## src/rtl/update_pattern_pkg.sv

```systemverilog
// Shared definitions for the lane-pattern generator: pattern width, the
// value that replaces the all-zero state, and the next-pattern step.
package update_pattern_pkg;

  localparam int PAT_W = 4;
  localparam logic [PAT_W-1:0] PAT_ZERO_ESCAPE = 4'b0001;

  // 4-bit maximal-length LFSR step (taps 3,2); zero is forced to 0001 so
  // the generator can never lock up in the all-zero state.
  function automatic logic [PAT_W-1:0] next_pattern(input logic [PAT_W-1:0] p);
    if (p == '0) begin
      return PAT_ZERO_ESCAPE;
    end
    return {p[2:0], p[3] ^ p[2]};
  endfunction

endpackage

```

## src/rtl/update_pattern_window.sv

```systemverilog
// ROWS-deep shift register of patterns. Row 0 is the hit row, row ROWS-1
// receives the newly generated pattern on each shift.
module pattern_window
  import update_pattern_pkg::*;
#(
  parameter int ROWS = 4
) (
  input  logic                  clk,
  input  logic                  rst,
  input  logic                  shift,
  input  logic [PAT_W-1:0]      topRow,
  output logic [PAT_W*ROWS-1:0] window
);

  // Shift rows toward row 0 and load the new pattern into the top row.
  always_ff @(posedge clk) begin
    if (rst) begin
      window <= '0;
    end else if (shift) begin
      for (int unsigned r = 0; r + 1 < ROWS; r++) begin
        window[PAT_W*r +: PAT_W] <= window[PAT_W*(r+1) +: PAT_W];
      end
      window[PAT_W*(ROWS-1) +: PAT_W] <= topRow;
    end
  end

endmodule

```

## src/rtl/update_pattern.sv

```systemverilog
// Lane-pattern generator: combinational next-pattern port plus a clocked
// sequencer maintaining a scrolling window of upcoming rows.
module update_pattern
  import update_pattern_pkg::*;
#(
  parameter int ROWS = 4
) (
  input  logic                  clk,
  input  logic                  rst,
  input  logic [PAT_W-1:0]      currentPattern,
  output logic [PAT_W-1:0]      nextPattern,
  input  logic                  step,
  input  logic                  seed_load,
  input  logic [PAT_W-1:0]      seed,
  output logic [PAT_W*ROWS-1:0] window,
  output logic [PAT_W-1:0]      gen_state,
  output logic [7:0]            step_count
);

  logic [PAT_W-1:0] genNext;
  logic             doShift;

  // Combinational next-pattern function and the generator's successor.
  always_comb begin
    nextPattern = next_pattern(currentPattern);
    genNext     = next_pattern(gen_state);
  end

  // A seed load takes precedence over a simultaneous step.
  assign doShift = step & ~seed_load;

  // Generator state and accepted-step counter.
  always_ff @(posedge clk) begin
    if (rst) begin
      gen_state  <= '0;
      step_count <= '0;
    end else if (seed_load) begin
      gen_state <= seed;
    end else if (step) begin
      gen_state  <= genNext;
      step_count <= step_count + 8'd1;
    end
  end

  pattern_window #(
    .ROWS(ROWS)
  ) uWindow (
    .clk    (clk),
    .rst    (rst),
    .shift  (doShift),
    .topRow (genNext),
    .window (window)
  );

endmodule

```

## config.mk

```make
export PLATFORM = sky130hd
export DESIGN_NAME = update_pattern
export DESIGN_NICKNAME = d
export VERILOG_FILES = /design/src/rtl/update_pattern_pkg.sv /design/src/rtl/update_pattern_window.sv /design/src/rtl/update_pattern.sv
export SDC_FILE = /design/constraint.sdc
export NUM_CORES = 1
export LEC_CHECK = 0
export ABC_CLOCK_PERIOD_IN_PS = 1920
export BUFFER_PORTS_ARGS = -buffer_cell sky130_fd_sc_hd__buf_2
export CAP_MARGIN = 0
export CORE_MARGIN = 2
export CORE_UTILIZATION = 27
export CTS_BUF_LIST = sky130_fd_sc_hd__clkbuf_8 sky130_fd_sc_hd__clkbuf_16
export DETAILED_ROUTE_END_ITERATION = 10
export PLACE_DENSITY = 0.46
export SYNTH_ARGS = -nofsm -noshare
export SYNTH_HDL_FRONTEND = slang
export SYNTH_SLANG_ARGS = --single-unit
```

## constraint.sdc

```tcl
create_clock -name clk -period 1.92 [get_ports clk]
set_input_delay 0.384 -clock clk [delete_from_list [all_inputs] [get_ports clk]]
set_output_delay 0.384 -clock clk [all_outputs]
set_load 0.01 [all_outputs]
```

* Word-level counts from Yosys, hierarchy flattened *
Cells that the tools add are included.

cells by class
  $add $sub $neg = 1
  muxes and demuxes = 8
  bitwise operators = 4
  reduce and logical (&&, ||, !) cells = 4

operators with widths
  kind                                         count
  two-way mux 4 bit                            6
  adder 8 x 1 -> 8 bit, second input constant  1
  logical NOT 4 bit                            2
  two-way mux 1 bit                            2
  AND reduction 2 bit                          1
  nonzero test 2 bit                           1
  XOR 1 bit                                    2
  AND 1 bit                                    1
  inverter 1 bit                               1

word-level totals
  bits in registers = 28
  bits of input ports = 12
  output and inout bits = 32
  logic and storage cells = 20

* Depth between registers and ports, before layout *
  word-level depth = 5
  depth in mapped cells = 6
  depth with buffers taken out = 5

* Modules after synthesis *
From an unflattened synthesis, not the netlist that was laid out.

second synthesis, totals
  cell total of the unflattened synthesis = 129
  area, all modules = 1246.2 um2

by module, submodules not included
  module          instances  cells an instance  area an instance (um2)  seq. area each (um2)
  update_pattern  1          77                 665.6                   240.2
  pattern_window  1          52                 580.6                   320.3

* Least setup slack after synthesis *
Ideal clock, no wire load.

  path kind = input-to-output
  from = input port currentPattern[2]
  to = output port nextPattern[0]
  arrival time = 1.013 ns
  data required time = 1.536 ns
  setup slack = 0.523 ns
  stages on the path = 4
  buffers on the path = 0
  cells stage by stage = inv_1 -> ha_1 -> nor3b_1 -> or2_2

between the ends
  longest elaborated chain between the ends = 3
  elaborated cells between the ends (all ways) = 4
  classes of those cells = mux: 2; bitwise: 1; reduce/logical: 1

RTL lines
  item                 RTL line                  source
  start, declared      update_pattern.sv:10      input logic [PAT_W-1:0] currentPattern,
  logical NOT 4 bit    update_pattern_pkg.sv:11  if (p == '0) begin
  two-way mux 1 bit    update_pattern_pkg.sv:11
  two-way mux 4 bit *  update_pattern_pkg.sv:14  return {p[2:0], p[3] ^ p[2]};
  end, declared        update_pattern.sv:11      output logic [PAT_W-1:0] nextPattern,

Mark *: on every way between the ends. The rest lies on a longest branch, timed or not.

* Final worst setup path *
Ends and elaborated chain as after synthesis.

==> run metrics <==
Global Route Usage Sum 0.108; part of the power in the clock network 0.390; total nets after synthesis 156; Least-Margin Pin Slew 0.533 ns; Distinct cells, synth 27; H-Tree Level Count 1; via count of the first global-routing pass ~1000; CP Class input pin to primary output; WL final between 2000 and 3000 um; dominant register cell in the synthesized netlist dfxtp_1; Worst Hold Path EP gen_state[1]$_SDFFE_PP0P_; endpoint of the worst-slack reg-to-reg timing path step_count[6]$_SDFFE_PP0P_; main combinational cell family by area after synthesis simple AND/OR/NAND/NOR gates; layout cell share with drive strength beyond 1 0.322; GPL Wtd Cong 0.765; vias post-DR 1047; post-detailed-route DRC marker count 0; share of the synthesized area in the top cell type 0.460; final instance area around 1500 um^2; cell family with the largest share of critical-path delay simple AND/OR/NAND/NOR gates; worst path cell trace buf_2, inv_1, ha_1, nor3b_1, or2_2, buf_2; sequential power share 0.518; number of buffers inserted to repair setup after CTS 0; result of the run completed; type of the tightest min-delay check input pin to flip-flop; slack of the worst reg-to-reg path 0.58 ns; non-filler instance count after layout 229; post-synthesis register bit count 28; number of sinks driven by the clock tree 28; Met2 Routed Length 1300 um; summed negative setup slack over all endpoints 0 ns; endpoint arrival time on the critical path 1.22 ns; maximum single-stage delay on the critical path 0.27 ns; Synth area leaders dfxtp_1 (46%), nand2_1 (10%), a21oi_1 (9.9%), ha_1 (3.1%), nor3b_1 (2.5%); root buf cell clkbuf_8; clock tree from TritonCTS yes; number of detailed-route iterations in the first pass 4; yosys warns 0; Yosys top cell by area dfxtp_1; Max rail drop VDD 284 uV; number of instances resized during post-cts repair 0; Hold Startpoint seed[1]; proportion of power drawn by combinational gates 0.093; leading cell type by number of instances after synthesis nand2_1; WP depth 6; instance area at placement about 1400 um^2; internal power contribution 0.000918 W; Max Fclk around 0.62 GHz; Worst EP required roughly 1.5 ns; largest net degree at the start of global routing 29; Initial DRC Count 35; Top-Level Pins between 40 and 50; maximum number of buffers from clock root to sink 2; site row count 24; Synth Area in Simple Gates 0.247; clock-pin transition on the worst setup and hold timing paths 0.09 ns; Post-Synth XOR/XNOR Area 0.0144; overall die area 5060 um^2; Worst-Skew Late Latency ~0.27 ns; synthesized-area fraction occupied by adder cells 0.0308; hold buffer count at CTS 0; Initial Util 0.280; net switching power 0.000253 W; Hold Path Stages 3; final critical path time including I/O delays and setup 1.60 ns; Gate Count Post-Synth 141; CTS Buf Count 3; y dimension of the die 71.2 um; number of antenna violations at the first check in global routing 0; total of buffers placed on input and output ports 43; Mapped Area 1220 um^2; leakage component of the power about 0.68 nW; number of max-cap violations 0; met3 routed WL about 140 um; Layout Nets 193; top layer used by detailed routing met4; antenna cell count 0; Die W 71.2 um; fraction of registers with async set or reset after synthesis 0; Reg2Reg Launch Point step_count[0]$_SDFFE_PP0P_; unrepaired setup endpoints after global routing false; part of the cycle the worst path needs 0.835; average footprint of a synthesized cell approximately 8.6 um^2; CP Max Fanout 2; number of buffers and inverters on the critical path 3; wire length on met1 between 1000 and 1500 um; Worst Reg2Reg Path Length in Cells 4; residual overflow from global routing 0; slowest cell on the critical path or2_2; number of placed instances, taps included 225; area of the core 4350 um^2; Final Hold Viols 0; Setup crit end kind primary output; remaining number of nets flagged by the antenna check after routing 0; final count of pins violating max slew 0; sequential area share after synthesis 0.460; routed vias/inst 4.57; number of failing setup endpoints in the final timing report 0; power density cells 779 nW/um^2; Clock Skews 0.00370 ns; max_slew headroom 0.645; cell type with the highest occurrence count on the critical path buf_2; area growth from synthesis to layout 23.4%; final design utilization 0.345; number of enable flip-flop cells after synthesis 0; most frequent cells after synthesis nand2_1 (33), dfxtp_1 (28), a21oi_1 (24), inv_1 (6); mux share of post-synthesis cell area 0.0349; compound-gate portion of the synthesized area 0.140; Detailed Place HPWL 1930 um; Switching Fraction 0.216; startpoint kind of the worst setup timing path input pin; first-pass GRT wire length 4410 um; wire length per cell after detailed routing about 11 um
[area by class of cell]
type                    instances  area [um^2]
multi-input cells              96          568
flip-flops and latches         28          561
well taps                      52         65.1
clock inverters                 1         30.0
inverters                       6         22.5
repair buffers                 43          215
clock buffers                   3         41.3
fillers                       465         2850
[kinds of logic after synthesis]
group,count (synthesis)
fa+ha+maj,3
compound gates,32
xor+xnor,2
buf+inv,17
mux,4
flops,28
simple gates,55
[per-layer routing]
layer | track usage | vias up
met3 | 0.0228 | 2
met2 | 0.189 | 27
met1 | 0.131 | 476
met4 | 0.0314 | 0
li1 | - | 542
met5 | 0 | -
[stage by stage]
step                      setup WS (ns)  hold slack (ns)  power [W]
after floorplan                   0.523            0.481   0.000697
after global placement            0.336            0.441   0.000727
after detailed placement          0.316            0.444   0.000730
after CTS                         0.316            0.337    0.00120
after global routing              0.274            0.360    0.00123
final                             0.316            0.344    0.00117
[tightest hold or removal path: stages]
cell and delay (ns):
buf_2 0.07, mux2i_1 0.05, nor2_1 0.07
[power by group through the flow]
stage / Clock (W) / Combinational, W / Sequential, W
final: 0.000456 / 0.000108 / 0.000606
after global routing: 0.000501 / 0.000121 / 0.000609
after CTS: 0.000480 / 0.000110 / 0.000607
after detailed placement: 0 / 0.000110 / 0.000620
after global placement: 0 / 0.000107 / 0.000620
after floorplan: 0 / 0.0000728 / 0.000624
[worst max-delay path by stage]
stage	from	end	slack (ns)
6_report	currentPattern[2]	nextPattern[0]	0.32
5_1_grt	currentPattern[2]	nextPattern[0]	0.27
4_1_cts	currentPattern[2]	nextPattern[0]	0.32
3_5_place_dp	currentPattern[2]	nextPattern[0]	0.32
3_3_place_gp	currentPattern[2]	nextPattern[0]	0.34
2_1_floorplan	currentPattern[2]	nextPattern[0]	0.52
[state kept, by name, summed over array words and instances (netlist names)]
signal and cells:
uWindow.window 16, step_count 8, gen_state 4
[layout by cell type, fill, tap and decap left out, types with 2 or more instances in the layout]
cell type and instances:
nor3b_1 4, clkbuf_8 3, a21oi_2 2, dfxtp_1 28, nand2_1 33, inv_1 6
nor2_1 5, mux2_2 2, a21oi_1 24, mux2i_1 2, or3_1 4, ha_1 3
o21ai_0 5, buf_2 43, xnor2_1 2
Power figures use the tool's default switching activity.
